### config.mk
export PLATFORM = sky130hd
export DESIGN_NAME = main_fsm
export DESIGN_NICKNAME = d
export VERILOG_FILES = /design/src/rtl/ctrl_pkg.sv /design/src/rtl/main_fsm_outdec.sv /design/src/rtl/main_fsm.sv
export SDC_FILE = /design/constraint.sdc
export NUM_CORES = 1
export LEC_CHECK = 0
export ABC_AREA = 1
export CELL_PAD_IN_SITES_DETAIL_PLACEMENT = 0
export CELL_PAD_IN_SITES_GLOBAL_PLACEMENT = 1
export CORE_ASPECT_RATIO = 1.5
export CORE_UTILIZATION = 19
export CTS_CLUSTER_SIZE = 28
export DETAILED_ROUTE_END_ITERATION = 8
export PLACE_DENSITY_LB_ADDON = 0.1
export SETUP_SLACK_MARGIN = 0.02
export SYNTH_ARGS = -nofsm -noshare
export SYNTH_HDL_FRONTEND = slang
export SYNTH_SLANG_ARGS = --single-unit
export TNS_END_PERCENT = 1
### constraint.sdc
create_clock -name clk -period 1.4 [get_ports clk]
set_clock_uncertainty 0.15 [all_clocks]
set_input_delay 0.42 -clock clk [delete_from_list [all_inputs] [get_ports clk]]
set_output_delay 0.42 -clock clk [all_outputs]
set_load 0.1 [all_outputs]
### src/rtl/ctrl_pkg.sv
// Shared control definitions: state encoding, opcodes, mux selects, control word.
package ctrl_pkg;

    localparam int unsigned STATE_W = 4;
    localparam int unsigned OP_W    = 7;
    localparam int unsigned SEL_W   = 2;

    typedef enum logic [STATE_W-1:0] {
        S_FETCH    = 4'd0,
        S_DECODE   = 4'd1,
        S_MEMADR   = 4'd2,
        S_MEMREAD  = 4'd3,
        S_MEMWB    = 4'd4,
        S_MEMWRITE = 4'd5,
        S_EXECUTER = 4'd6,
        S_EXECUTEI = 4'd7,
        S_ALUWB    = 4'd8,
        S_BEQ      = 4'd9,
        S_JAL      = 4'd10,
        S_HALT     = 4'd11
    } state_t;

    localparam logic [OP_W-1:0] OP_LW  = 7'b0000011;
    localparam logic [OP_W-1:0] OP_SW  = 7'b0100011;
    localparam logic [OP_W-1:0] OP_R   = 7'b0110011;
    localparam logic [OP_W-1:0] OP_I   = 7'b0010011;
    localparam logic [OP_W-1:0] OP_BEQ = 7'b1100011;
    localparam logic [OP_W-1:0] OP_JAL = 7'b1101111;

    localparam logic [SEL_W-1:0] RES_ALUOUT    = 2'b00;
    localparam logic [SEL_W-1:0] RES_DATA      = 2'b01;
    localparam logic [SEL_W-1:0] RES_ALURESULT = 2'b10;

    localparam logic [SEL_W-1:0] SRCA_PC    = 2'b00;
    localparam logic [SEL_W-1:0] SRCA_OLDPC = 2'b01;
    localparam logic [SEL_W-1:0] SRCA_RS1   = 2'b10;

    localparam logic [SEL_W-1:0] SRCB_RS2  = 2'b00;
    localparam logic [SEL_W-1:0] SRCB_IMM  = 2'b01;
    localparam logic [SEL_W-1:0] SRCB_FOUR = 2'b10;

    localparam logic [SEL_W-1:0] ALUOP_ADD   = 2'b00;
    localparam logic [SEL_W-1:0] ALUOP_SUB   = 2'b01;
    localparam logic [SEL_W-1:0] ALUOP_FUNCT = 2'b10;

    localparam logic [SEL_W-1:0] IMM_I = 2'b00;
    localparam logic [SEL_W-1:0] IMM_S = 2'b01;
    localparam logic [SEL_W-1:0] IMM_B = 2'b10;
    localparam logic [SEL_W-1:0] IMM_J = 2'b11;

    // Per-state control word; pc_update and branch never leave the control unit.
    typedef struct packed {
        logic             adr_src;
        logic             mem_write;
        logic             ir_write;
        logic             reg_write;
        logic             pc_update;
        logic             branch;
        logic             halted;
        logic [SEL_W-1:0] result_src;
        logic [SEL_W-1:0] alu_src_a;
        logic [SEL_W-1:0] alu_src_b;
        logic [SEL_W-1:0] alu_op;
    } ctrl_word_t;

endpackage

### src/rtl/main_fsm_outdec.sv
// Moore output decode: state to datapath control word.
module main_fsm_outdec
    import ctrl_pkg::*;
(
    input  state_t     state,
    output ctrl_word_t ctrl
);

    // Control word per state; anything not set stays inactive.
    always_comb begin
        ctrl = '0;
        case (state)
            S_FETCH: begin
                ctrl.ir_write   = 1'b1;
                ctrl.pc_update  = 1'b1;
                ctrl.alu_src_b  = SRCB_FOUR;
                ctrl.result_src = RES_ALURESULT;
            end
            S_DECODE: begin
                ctrl.alu_src_a = SRCA_OLDPC;
                ctrl.alu_src_b = SRCB_IMM;
            end
            S_MEMADR: begin
                ctrl.alu_src_a = SRCA_RS1;
                ctrl.alu_src_b = SRCB_IMM;
            end
            S_MEMREAD: begin
                ctrl.adr_src = 1'b1;
            end
            S_MEMWB: begin
                ctrl.result_src = RES_DATA;
                ctrl.reg_write  = 1'b1;
            end
            S_MEMWRITE: begin
                ctrl.adr_src   = 1'b1;
                ctrl.mem_write = 1'b1;
            end
            S_EXECUTER: begin
                ctrl.alu_src_a = SRCA_RS1;
                ctrl.alu_op    = ALUOP_FUNCT;
            end
            S_EXECUTEI: begin
                ctrl.alu_src_a = SRCA_RS1;
                ctrl.alu_src_b = SRCB_IMM;
                ctrl.alu_op    = ALUOP_FUNCT;
            end
            S_ALUWB: begin
                ctrl.reg_write = 1'b1;
            end
            S_BEQ: begin
                ctrl.alu_src_a = SRCA_RS1;
                ctrl.alu_op    = ALUOP_SUB;
                ctrl.branch    = 1'b1;
            end
            S_JAL: begin
                ctrl.alu_src_a = SRCA_OLDPC;
                ctrl.alu_src_b = SRCB_FOUR;
                ctrl.pc_update = 1'b1;
            end
            S_HALT: begin
                ctrl.halted = 1'b1;
            end
            default: ctrl = '0;
        endcase
    end

endmodule

### src/rtl/main_fsm.sv
// Multicycle main control FSM. Optional illegal-opcode trap: MAIN_FSM_ILLEGAL_TRAP_EN.
module main_fsm
    import ctrl_pkg::*;
(
    input  logic             clk,
    input  logic             reset,
    input  logic [OP_W-1:0]  op,
    input  logic             zero,
    output logic             pcWrite,
    output logic             adrSrc,
    output logic             memWrite,
    output logic             irWrite,
    output logic             regWrite,
    output logic [SEL_W-1:0] resultSrc,
    output logic [SEL_W-1:0] aluSrcA,
    output logic [SEL_W-1:0] aluSrcB,
    output logic [SEL_W-1:0] aluOp,
    output logic [SEL_W-1:0] immSrc,
    output logic [STATE_W-1:0] state
`ifdef MAIN_FSM_ILLEGAL_TRAP_EN
    ,output logic            illegal
`endif
);

    state_t     state_q;
    state_t     state_d;
    state_t     dec_state;
    ctrl_word_t ctrl;

    // State register.
    always_ff @(posedge clk) begin
        if (reset) state_q <= S_FETCH;
        else       state_q <= state_d;
    end

    // Next-state logic; op is only looked at in DECODE and MEMADR.
    always_comb begin
        state_d = S_FETCH;
        case (state_q)
            S_FETCH:    state_d = S_DECODE;
            S_DECODE: begin
                case (op)
                    OP_LW, OP_SW: state_d = S_MEMADR;
                    OP_R:         state_d = S_EXECUTER;
                    OP_I:         state_d = S_EXECUTEI;
                    OP_BEQ:       state_d = S_BEQ;
                    OP_JAL:       state_d = S_JAL;
`ifdef MAIN_FSM_ILLEGAL_TRAP_EN
                    default:      state_d = S_HALT;
`else
                    default:      state_d = S_FETCH;
`endif
                endcase
            end
            S_MEMADR: begin
                if (op == OP_LW)      state_d = S_MEMREAD;
                else if (op == OP_SW) state_d = S_MEMWRITE;
                else                  state_d = S_FETCH;
            end
            S_MEMREAD:  state_d = S_MEMWB;
            S_EXECUTER: state_d = S_ALUWB;
            S_EXECUTEI: state_d = S_ALUWB;
            S_JAL:      state_d = S_ALUWB;
`ifdef MAIN_FSM_ILLEGAL_TRAP_EN
            S_HALT:     state_d = S_HALT;
`endif
            default:    state_d = S_FETCH;
        endcase
    end

    // While reset is held the outputs look like FETCH with writes suppressed.
    assign dec_state = reset ? S_FETCH : state_q;

    main_fsm_outdec u_outdec (
        .state (dec_state),
        .ctrl  (ctrl)
    );

    // Output drive: write enables gated by reset, pcWrite is the Mealy branch term.
    always_comb begin
        pcWrite   = ~reset & (ctrl.pc_update | (ctrl.branch & zero));
        irWrite   = ~reset & ctrl.ir_write;
        regWrite  = ~reset & ctrl.reg_write;
        memWrite  = ~reset & ctrl.mem_write;
        adrSrc    = ctrl.adr_src;
        resultSrc = ctrl.result_src;
        aluSrcA   = ctrl.alu_src_a;
        aluSrcB   = ctrl.alu_src_b;
        aluOp     = ctrl.alu_op;
        state     = STATE_W'(state_q);
    end

`ifdef MAIN_FSM_ILLEGAL_TRAP_EN
    // Trap indicator, only meaningful once out of reset.
    assign illegal = ~reset & ctrl.halted;
`else
    logic unused_halted;
    assign unused_halted = ctrl.halted;
`endif

    // Immediate format select, decoded straight from the opcode.
    always_comb begin
        immSrc = IMM_I;
        case (op)
            OP_LW, OP_I: immSrc = IMM_I;
            OP_SW:       immSrc = IMM_S;
            OP_BEQ:      immSrc = IMM_B;
            OP_JAL:      immSrc = IMM_J;
            default:     immSrc = IMM_I;
        endcase
    end

endmodule

==> metrics.md <==
| Metric | Value |
|---|---|
| Smallest setup slack after layout | -0.5446 ns |
| Std cell rows | 21 |
| Mux contribution to synthesized area | 0% |
| Layout overhead on the synthesized area | 232.8% |
| Starting density of the core | between 20% and 30% |
| Layout cells sized above 1 | between 70% and 80% |
| Data arrival at the endpoint of the critical path | about 1.4 ns |
| Outcome | finished, violations left |
| Avg Inst Size Synth | 5.456 um2 |
| Number of antenna-violating nets in the routed design | 0 |
| Hold_sp | reset |
| Share of the yosys chip area belonging to registers | approximately 17% |
| Hold Vio Cnt, Final | 0 |
| CTS clock-pin slew for the worst setup and hold paths | about 0.03 ns |
| Count of routing violations after the opening detailed-route iteration | 7 |
| Max-Cap Viols | 0 |
| Post-Syn Area | between 400 and 500 um2 |
| Flip-flop and latch count after synthesis | 4 |
| Post-Synth Adder-Cell Area | 0% |
| Final total power | between 600 and 700 uW |
| Highest clock rate | ~510 MHz |
| Buffers from clock root to sink, at most | 2 |
| Sequential cell area | around 95 um2 |
| Die ar. | around 2700 um2 |
| Pwr Density | between 300 and 400 nW/um2 |
| Antenna violations before repair | 0 |
| Area occupied by multi-input gates | ~530 um2 |
| Violations in the final reports | negative setup slack |
| CTS Buf Count | 3 |
| First element of the critical path | state[2]$_SDFF_PP0_ |
| Via Count | 819 |
| Largest family of logic cells by synthesized area | simple AND/OR/NAND/NOR gates |
| VDD IR max | 0.0002778 V |
| Global route overflow | 0 |
| Synthesized netlist net count | between 90 and 100 |
| Ant. Diodes | 0 |
| Worst slew pin tran | between 0.2 and 0.3 ns |
| Complex-gate fraction of the synthesized area | 13.33% |
| Clock tree from TritonCTS | done |
| Total number of clock tree sinks | 4 |
| M1 WL | ~630 um |
| Wire length of the first global-routing pass | 3381 um |
| Number of iterations in the first detailed-routing pass | 4 |
| Post-detailed-route wirelength per cell | around 11 um |
| Setup repair after global routing missed its margin | true |
| Simple-gate share of the synthesized area | 57.60% |
| Xor and xnor fraction of the mapped netlist area | 0% |
| Post-Place Cell Area | approximately 1300 um2 |
| Worst flop-to-flop path startpoint | state[1]$_SDFF_PP0_ |
| Detailed-route wire length | between 2000 and 2500 um |
| Required time at the worst-slack endpoint | roughly 0.83 ns |
| Max reg flops | 4 |
| Crit start category | flip-flop |
| Remaining design rule violation count | 0 |
| Latest clock arrival within the worst-skew pair | around 0.22 ns |
| Final HPWL DP | roughly 1600 um |
| Number of H-tree levels | 1 |
| Clock root buffer | sky130_fd_sc_hd__clkbuf_4 |
| Type of destination of the critical path | output pin |
| Horiz. Die Dim | 42.58 um |
| Die height | around 63 um |
| Worst min path class | in -> reg |
| Max Transition Viols Final | 0 |
| Routed length on met3 | around 37 um |
| Global-route usage over all layers | between 10% and 20% |
| Min Clock Period, post-route | a little under 2 ns |
| Wire length on met2 | 1368 um |
| Highest metal layer used by the detailed router | met3 |
| Static leakage | 0.7169 nW |
| Layout fillers | 189 |
| I/O Pins | 29 |
| Final Cycle Share | 138.9% |
| Final weighted congestion in routability-driven placement | ~0.84 |
| Critical Setup Path Class | reg -> out |
| Number of port buffers | 28 |
| Synthesized instance count | between 80 and 90 |
| Vias in the first global route | approximately 850 |
| Vias per std cell | roughly 4.4 |
| Post-synthesis cell type count | 16 |
| Maximum number of pins on one net before global-route repair | 8 |
| Setup slack after placement | -0.9301 ns |
| Fin nets | 174 |
| Yosys synthesis warning count | 0 |
| Worst max-slew margin expressed relative to the limit | between 80 and 90% |
| Setup violation total in the final timing report | 21 |
| Critical Path Fanout Max | 3 |
| Cell area after layout | ~1600 um2 |
| Placeable core region | roughly 2300 um2 |
## layer usage
metal,vias to the layer above,global-route usage (%)
met5,-,0
met1,370,14.16
met4,0,5.859
met2,21,34.81
li1,428,-
met3,0,0.8671
## Yosys cell counts (all sizes together)
cell | count | area share, %
a21oi | 6 | 6.4
o211ai | 1 | 2.7
nand4 | 1 | 1.3
nor3 | 2 | 3.2
nor2 | 17 | 21
nand3 | 10 | 12
dfxtp | 4 | 17
inv | 15 | 12
o21ai | 4 | 4.3
nand2 | 26 | 21
## cells by family (layout without fill, tap and decap cells)
family          Yosys count  after routing
simple gates             56             56
buf+inv                  15             91
flops                     4              4
compound gates           11             11
## cells in the final DEF (no fill, tap or decap), types with 4 or more instances in the layout
master,instances
sky130_fd_sc_hd__nor2_1,4
sky130_fd_sc_hd__buf_12,20
sky130_fd_sc_hd__buf_4,39
sky130_fd_sc_hd__dfxtp_4,4
sky130_fd_sc_hd__buf_6,5
sky130_fd_sc_hd__nand3_1,5
sky130_fd_sc_hd__buf_2,5
sky130_fd_sc_hd__nand2_1,13
sky130_fd_sc_hd__inv_1,4
sky130_fd_sc_hd__nand2_2,11
sky130_fd_sc_hd__inv_2,8
sky130_fd_sc_hd__nor2_4,10
## metrics by stage
step	hold WS, ns	std cells	utilization [%]	TNS, ns
after floorplan	0.3294	86	-	-11.43
after global placement	0.5620	170	58.24	-13.35
after global routing	0.4117	185	68.31	-8.837
final	0.4089	185	68.31	-7.584
after CTS	0.4160	185	67.00	-7.810
after detailed placement	0.5673	170	58.24	-13.82
## path summary, 6_finish.rpt
kind,slack (ns),depth (start not counted),to
max,-0.54,7,pcWrite
min,0.41,3,state[2]$_SDFF_PP0_
max reg2reg,0.01,8,state[1]$_SDFF_PP0_
min reg2reg,0.58,3,state[3]$_SDFF_PP0_
## power breakdown
| group | internal, mW | total (mW) | switching (mW) |
|---|---|---|---|
| clock | 0.0951 | 0.132 | 0.0372 |
| combinational | 0.150 | 0.370 | 0.220 |
| sequential | 0.112 | 0.119 | 0.00627 |
| total | 0.358 | 0.621 | 0.263 |
## area by class of cell
| type | count | area share [%] |
|---|---|---|
| clock buffers | 3 | 1.442 |
| inverters | 15 | 4.247 |
| multi-input cells | 67 | 34.05 |
| flip-flops and latches | 4 | 6.090 |
| well taps | 23 | 1.843 |
| repair buffers | 73 | 52.32 |
## worst max-delay path, cell delays in order (launching register included)
cell and delay [ns]:
sky130_fd_sc_hd__dfxtp_4 0.35, sky130_fd_sc_hd__inv_4 0.06, sky130_fd_sc_hd__buf_4 0.12, sky130_fd_sc_hd__nand3_4 0.08, sky130_fd_sc_hd__nor2_4 0.17, sky130_fd_sc_hd__a21oi_4 0.08
sky130_fd_sc_hd__nor2_4 0.10, sky130_fd_sc_hd__buf_12 0.18
## timing repair
action / CTS / global route
gates resized for setup: 61 / 7
setup buffers: 12 / 0
setup endpoints to repair: 23 / 23
hold buffers: 0 / 0
pin swaps: 21 / 3
(Power assumes the default switching activity.)
